### src/rtl/dds_sched_pkg.sv
// Shared types for the DDS parameter scheduler: command record, FSM states and
// default widths.
package dds_sched_pkg;

  localparam int DDS_TS_W = 48;
  localparam int DDS_PH_W = 14;

  // Field widths follow the package defaults; the scheduler casts its ports onto them.
  typedef struct packed {
    logic [DDS_TS_W-1:0] apply_time;
    logic [DDS_TS_W-1:0] freq;
    logic [DDS_PH_W-1:0] phase;
    logic                sync;
  } dds_cmd_t;

  typedef enum logic [1:0] {
    IDLE  = 2'd0,
    WAIT  = 2'd1,
    APPLY = 2'd2
  } sched_state_t;

endpackage

### src/rtl/dds_param_scheduler_sync_fifo.sv
// Single-clock FIFO of an arbitrary packed type with occupancy count and
// full/empty flags; read data is the current head entry (show-ahead).
module sync_fifo #(
  parameter type T = logic [7:0],
  parameter int DEPTH = 16,
  localparam int AW = $clog2(DEPTH)
) (
  input  logic        clk,
  input  logic        resetn,
  input  logic        push,
  input  T            wdata,
  input  logic        pop,
  output T            rdata,
  output logic [AW:0] count,
  output logic        full,
  output logic        empty
);

  localparam logic [AW:0] DEPTH_C = (AW + 1)'(DEPTH);

  T            mem [DEPTH];
  logic [AW-1:0] wr_ptr;
  logic [AW-1:0] rd_ptr;
  logic        do_push;
  logic        do_pop;

  assign full    = (count == DEPTH_C);
  assign empty   = (count == '0);
  assign do_push = push && !full;
  assign do_pop  = pop && !empty;
  assign rdata   = mem[rd_ptr];

  // Storage array carries no reset; validity is tracked by the pointers.
  always_ff @(posedge clk) begin
    if (do_push) begin
      mem[wr_ptr] <= wdata;
    end
  end

  // Pointers wrap naturally because DEPTH is a power of two.
  always_ff @(posedge clk) begin
    if (!resetn) begin
      wr_ptr <= '0;
      rd_ptr <= '0;
      count  <= '0;
    end else begin
      if (do_push) wr_ptr <= wr_ptr + AW'(1);
      if (do_pop)  rd_ptr <= rd_ptr + AW'(1);
      case ({do_push, do_pop})
        2'b10:   count <= count + (AW + 1)'(1);
        2'b01:   count <= count - (AW + 1)'(1);
        default: count <= count;
      endcase
    end
  end

endmodule

### src/rtl/dds_param_scheduler.sv
// Timed producer for the DDS phase MAC: buffers host commands and applies each one
// on the cycle its apply_time equals the timestamp. Option: DDS_SCHED_LATE_DROP_EN.
module dds_param_scheduler
  import dds_sched_pkg::*;
#(
  parameter int FIFO_DEPTH = 16,
  parameter int TS_W       = DDS_TS_W,
  parameter int PH_W       = DDS_PH_W,
  localparam int CW        = $clog2(FIFO_DEPTH) + 1
) (
  input  logic            clk,
  input  logic            resetn,
  input  logic            s_valid,
  output logic            s_ready,
  input  logic [TS_W-1:0] s_apply_time,
  input  logic [TS_W-1:0] s_freq,
  input  logic [PH_W-1:0] s_phase,
  input  logic            s_sync,
  input  logic            ts_clear,
  input  logic            err_clr,
  output logic [TS_W-1:0] timestamp,
  output logic [TS_W-1:0] time_offset,
  output logic [TS_W-1:0] freq,
  output logic [PH_W-1:0] phase,
  output logic            update,
  output logic            late_err,
  output logic [CW-1:0]   fifo_count
);

`ifdef DDS_SCHED_LATE_DROP_EN
  localparam bit LATE_DROP = 1'b1;
`else
  localparam bit LATE_DROP = 1'b0;
`endif

  dds_cmd_t     cmd_in;
  dds_cmd_t     fifo_rdata;
  dds_cmd_t     head;
  sched_state_t state;
  logic         fifo_full;
  logic         fifo_empty;
  logic         fifo_push;
  logic         fifo_pop;
  logic [TS_W-1:0] ts_next;
  logic [TS_W-1:0] head_time;
  logic         on_time;
  logic         late;
  logic         do_apply;

  assign s_ready   = resetn && !fifo_full;
  assign fifo_push = s_valid && s_ready;
  // Popping is allowed in the apply cycle too, giving a 2-cycle command spacing.
  assign fifo_pop  = (state != WAIT) && !fifo_empty;

  // Pack the incoming command onto the stored record.
  always_comb begin
    cmd_in            = '0;
    cmd_in.apply_time = DDS_TS_W'(s_apply_time);
    cmd_in.freq       = DDS_TS_W'(s_freq);
    cmd_in.phase      = DDS_PH_W'(s_phase);
    cmd_in.sync       = s_sync;
  end

  sync_fifo #(
    .T     (dds_cmd_t),
    .DEPTH (FIFO_DEPTH)
  ) u_fifo (
    .clk    (clk),
    .resetn (resetn),
    .push   (fifo_push),
    .wdata  (cmd_in),
    .pop    (fifo_pop),
    .rdata  (fifo_rdata),
    .count  (fifo_count),
    .full   (fifo_full),
    .empty  (fifo_empty)
  );

  // Compare against the value the timestamp takes at the next edge so the
  // registered outputs line up with timestamp == apply_time.
  always_comb begin
    ts_next   = ts_clear ? '0 : timestamp + TS_W'(1);
    head_time = TS_W'(head.apply_time);
    on_time   = (head_time == ts_next);
    late      = (head_time < ts_next);
    do_apply  = (state == WAIT) && (on_time || (late && !LATE_DROP));
  end

  // Scheduler FSM with timestamp counter and registered MAC parameters.
  always_ff @(posedge clk) begin
    if (!resetn) begin
      state       <= IDLE;
      head        <= '0;
      timestamp   <= '0;
      time_offset <= '0;
      freq        <= '0;
      phase       <= '0;
      update      <= 1'b0;
      late_err    <= 1'b0;
    end else begin
      timestamp <= ts_next;
      update    <= 1'b0;
      if (err_clr) begin
        late_err <= 1'b0;
      end
      if (do_apply) begin
        freq   <= TS_W'(head.freq);
        phase  <= PH_W'(head.phase);
        update <= 1'b1;
        if (head.sync) begin
          time_offset <= head_time;
        end
      end
      case (state)
        IDLE, APPLY: begin
          if (!fifo_empty) begin
            head  <= fifo_rdata;
            state <= WAIT;
          end else begin
            state <= IDLE;
          end
        end
        WAIT: begin
          // Set of late_err is placed after the clear so it wins.
          if (late) begin
            late_err <= 1'b1;
          end
          if (do_apply) begin
            state <= APPLY;
          end else if (late) begin
            state <= IDLE;
          end else begin
            state <= WAIT;
          end
        end
        default: state <= IDLE;
      endcase
    end
  end

endmodule
### config.mk
export PLATFORM = sky130hd
export DESIGN_NAME = dds_param_scheduler
export DESIGN_NICKNAME = d
export VERILOG_FILES = /design/src/rtl/dds_sched_pkg.sv /design/src/rtl/dds_param_scheduler_sync_fifo.sv /design/src/rtl/dds_param_scheduler.sv
export SDC_FILE = /design/constraint.sdc
export NUM_CORES = 2
export LEC_CHECK = 0
export ABC_AREA = 0
export CORE_UTILIZATION = 50
export DETAILED_ROUTE_END_ITERATION = 7
export GPL_TIMING_DRIVEN = 0
export PLACE_DENSITY = 0.77
export SLEW_MARGIN = 20
export SYNTH_ARGS = -nofsm -noshare
export SYNTH_HDL_FRONTEND = slang
export SYNTH_HIERARCHICAL = 1
export SYNTH_SLANG_ARGS = --single-unit
### constraint.sdc
create_clock -name clk -period 10.83 [get_ports clk]
set_input_delay 1.6245 -clock clk [delete_from_list [all_inputs] [get_ports clk]]
set_output_delay 1.6245 -clock clk [all_outputs]
set_load 0.05 [all_outputs]
==> summary.md <==
| Metric | Value |
|---|---|
| Global route total overflow | 0 |
| Library cells used by synthesis | 60 |
| Cts repair resizes | 0 |
| Gate Count Post-Synth | 3965 |
| Hold path depth | 2 |
| Primary FF master, synth | edfxtp_1 |
| DR vias | 43300 |
| Comb pwr share | 14.2% |
| First-pass DRT Iterations | 5 |
| Max Root-Sink Buffers | 3 |
| Worst R2R End | freq[46] |
| DR WL/cell | 32.0 µm |
| Worst Hold Class | flop to flop |
| Global-route wire length before repair | 308 mm |
| Dpl cell area | 87700 µm² |
| Met1 Use GR | 34.9% |
| Fraction of layout cells with a size suffix above 1 | 23.5% |
| Final Setup Violations | 0 |
| Post-CTS Setup Repair Bufs | 0 |
| Post-DRT Antenna Nets | 0 |
| Rows | 145 |
| Clk_lat worst skew | 0.82 ns |
| H-Tree Depth | 4 |
| Vias per Instance | 6.35 |
| Largest net degree at the start of global routing | 21 |
| Worst Clk Skew | 0.0201 ns |
| Pint | 0.0136 W |
| Reg2reg start | timestamp[0] |
| Met2 Resource Use GR | 45.3% |
| Met3 GRT Util | 6.49% |
| Initial Util | 50.5% |
| Syn Nets | 4138 |
| Final Cycle Share | 55.4% |
| Cts bufs inserted | 191 |
| Crit path DAT | 6.74 ns |
| Hold WS | 0.456 ns |
| Critical Path RT | 11.57 ns |
| Die height | 400 µm |
| VDD IR-drop max | 0.173 mV |
| Grt peak-use layer | met2 |
| DRC | 0 |
| Design Area, Final | 94100 µm² |
| # nets final | 4751 |
| Leak | 29.1 nW |
| Inst Count DP | 6443 |
| Sw Ratio | 26.0% |
| Slew margin rel. | 18.3% |
| Antenna violations before repair | 43 |
| Clock power frac | 36.8% |
| Final Critical Period | 6.00 ns |
| Share of the synthesized area in the top cell type | 67.4% |
| Port Buffers | 280 |
| Dominant cells by area after synthesis | edfxtp_1, mux4_2, dfxtp_1, nand2_1, mux2i_1 |
| Reg2reg path depth | 16 |
| Sequential power share | 49.0% |
| Pwr dens | 196 nW/µm² |
| Post-synth EDFFs | 1776 |
| RSZ-0062 raised after global routing | no |
| Clock sinks | 2066 |
| Post-Syn Area | 79100 µm² |
| Sw Pwr | 0.00479 W |
| Sequential share of the synthesized area | 74.7% |
| Vias in the first global route | 43477 |
| CP Capture Type | flop |
| Die area | 160000 µm² |
| Fmax | 167 MHz |
| Clock slew at the register clock pins of the worst setup and hold paths | 0.06 ns |
| CTS Root Cell | clkbuf_16 |
| Total track usage | 27.4% |
| MaxCap Viol Count | 0 |
| Hold Path Origin | head[17] |
| DP HPWL | 136 mm |
| TritonCTS clock tree | done |
| Initial DRC Count | 5760 |
| Status | completed |
| Seq cells post-synth | 2066 |
| Synth area leader | edfxtp_1 |
| Syn Area/Cell | 20.0 µm² |
| Hold buffers post-CTS | 0 |
| Ys async rst share | 0% |
| GPL Wtd Cong | 0.868 |
| Most common cell in the netlist | edfxtp_1 |
| Pins over their slew limit | 0 |
| Worst-margin pin slew | 1.23 ns |
| Hold EP | head[17] |
| Top cells by count, synth | edfxtp_1, mux4_2, nand2_1 |
| IO Count | 282 |
| Width of the die | 400 µm |
| Final non-filler cell total | 6824 |
| Core area | 157000 µm² |
| YS warnings | 6 |
| Worst Setup Path Type | flop to flop |
| Count of final hold-check violations | 0 |
| Worst-path fanout max | 10 |
| Area grow syn2layout | 18.9% |
| Worst reg2reg setup slack | 4.83 ns |
| Startpoint Class | flop |
| Post-Route WL | 219 mm |
-- kinds of logic after synthesis --
| kind of cell | Yosys count | synth area share [%] |
|---|---|---|
| mux | 667 | 17.2 |
| flops | 2066 | 74.7 |
| fa+ha+maj | 57 | 0.901 |
| buf+inv | 231 | 1.38 |
| compound gates | 182 | 1.27 |
| simple gates | 711 | 3.92 |
| xor+xnor | 51 | 0.565 |
-- sequential cells by signal (all words and copies together), names as in the netlist, named ones only --
register       count
u_fifo/rd_ptr      4
u_fifo/count       5
state              2
head              63
head_time         48
phase             14
timestamp         48
freq              48
u_fifo/mem      1776
u_fifo/wr_ptr      4
late_err           1
time_offset       48
update             1
-- cells in the final DEF, fill, tap and decap left out, drive strengths merged, types with 5 or more instances in the layout --
cell type	count
a21o	9
a21oi	139
and3	5
and4	5
buf	209
bufinv	13
clkbuf	428
clkdlybuf4s50	280
clkinv	56
clkinvlp	5
dfxtp	290
diode	21
edfxtp	1776
ha	57
inv	20
mux2i	112
mux4	555
nand2	472
nand2b	17
nand3	35
nand4	19
nor2	87
nor3	11
nor4	5
o21a	5
o21ai	9
or2	35
or3	5
xnor2	16
xor2	35
-- how the worst max path moves through the flow --
stage	from	endpoint	slack [ns]	depth (start not counted)
after floorplan	resetn	u_fifo/mem[12][0]	2.28	7
after global placement	resetn	u_fifo/mem[12][38]	-5.20	7
after detailed placement	ts_clear	freq[39]	4.20	13
after CTS	timestamp[0]	freq[46]	4.79	16
after global routing	timestamp[0]	freq[39]	4.52	16
final	timestamp[0]	freq[46]	4.83	16
-- worst max-delay path, stage by stage, from the launching register on --
cell	delay, ns
dfxtp_1	0.49
and3_1	0.33
nand3_2	0.24
or3_4	0.49
nor3_4	0.32
nand3_1	0.14
xor2_1	0.18
or2_2	0.29
ha_1	0.30
a21o_1	0.18
a21o_1	0.17
a2111oi_0	0.80
o221ai_1	0.45
a21oi_1	0.22
buf_2	0.65
buf_4	0.40
mux2i_1	0.23
-- layout make-up --
cell class | instances | area [µm²]
Multi-Input combinational cell | 1668 | 19000
Timing Repair Buffer | 420 | 5890
Sequential cell | 2066 | 59100
Fill cell | 10542 | 62500
Tap cell | 2058 | 2570
Clock inverter | 80 | 806
Clock buffer | 280 | 5500
Buffer | 217 | 1060
Inverter | 14 | 52.6
Antenna cell | 21 | 52.6
-- through the flow --
stage	worst slack (ns)	util (%)	setup TNS (ns)	total power (W)
global route	4.52	60.1	0	0.0189
global placement	-5.20	54.0	-8428.30	0.0116
floorplan	2.28	-	0	0.0106
detailed placement	4.20	56.0	0	0.0117
CTS	4.79	60.1	0	0.0184
finish	4.83	60.1	0	0.0184
-- power by group through the flow --
stage | registers (W) | clock network (W) | logic (W)
2_1_floorplan | 0.00924 | 0 | 0.00140
3_3_place_gp | 0.00921 | 0 | 0.00238
3_5_place_dp | 0.00917 | 0 | 0.00254
4_1_cts | 0.00901 | 0.00683 | 0.00260
5_1_grt | 0.00903 | 0.00711 | 0.00274
6_report | 0.00902 | 0.00678 | 0.00262
-- routing by layer --
layer / vias to the layer above / wire (µm)
met5: - / 234
met1: 22302 / 75600
met2: 3134 / 108000
li1: 17207 / -
met4: 38 / 9490
met3: 619 / 25600
No activity file was read; power rests on OpenSTA's default activity.
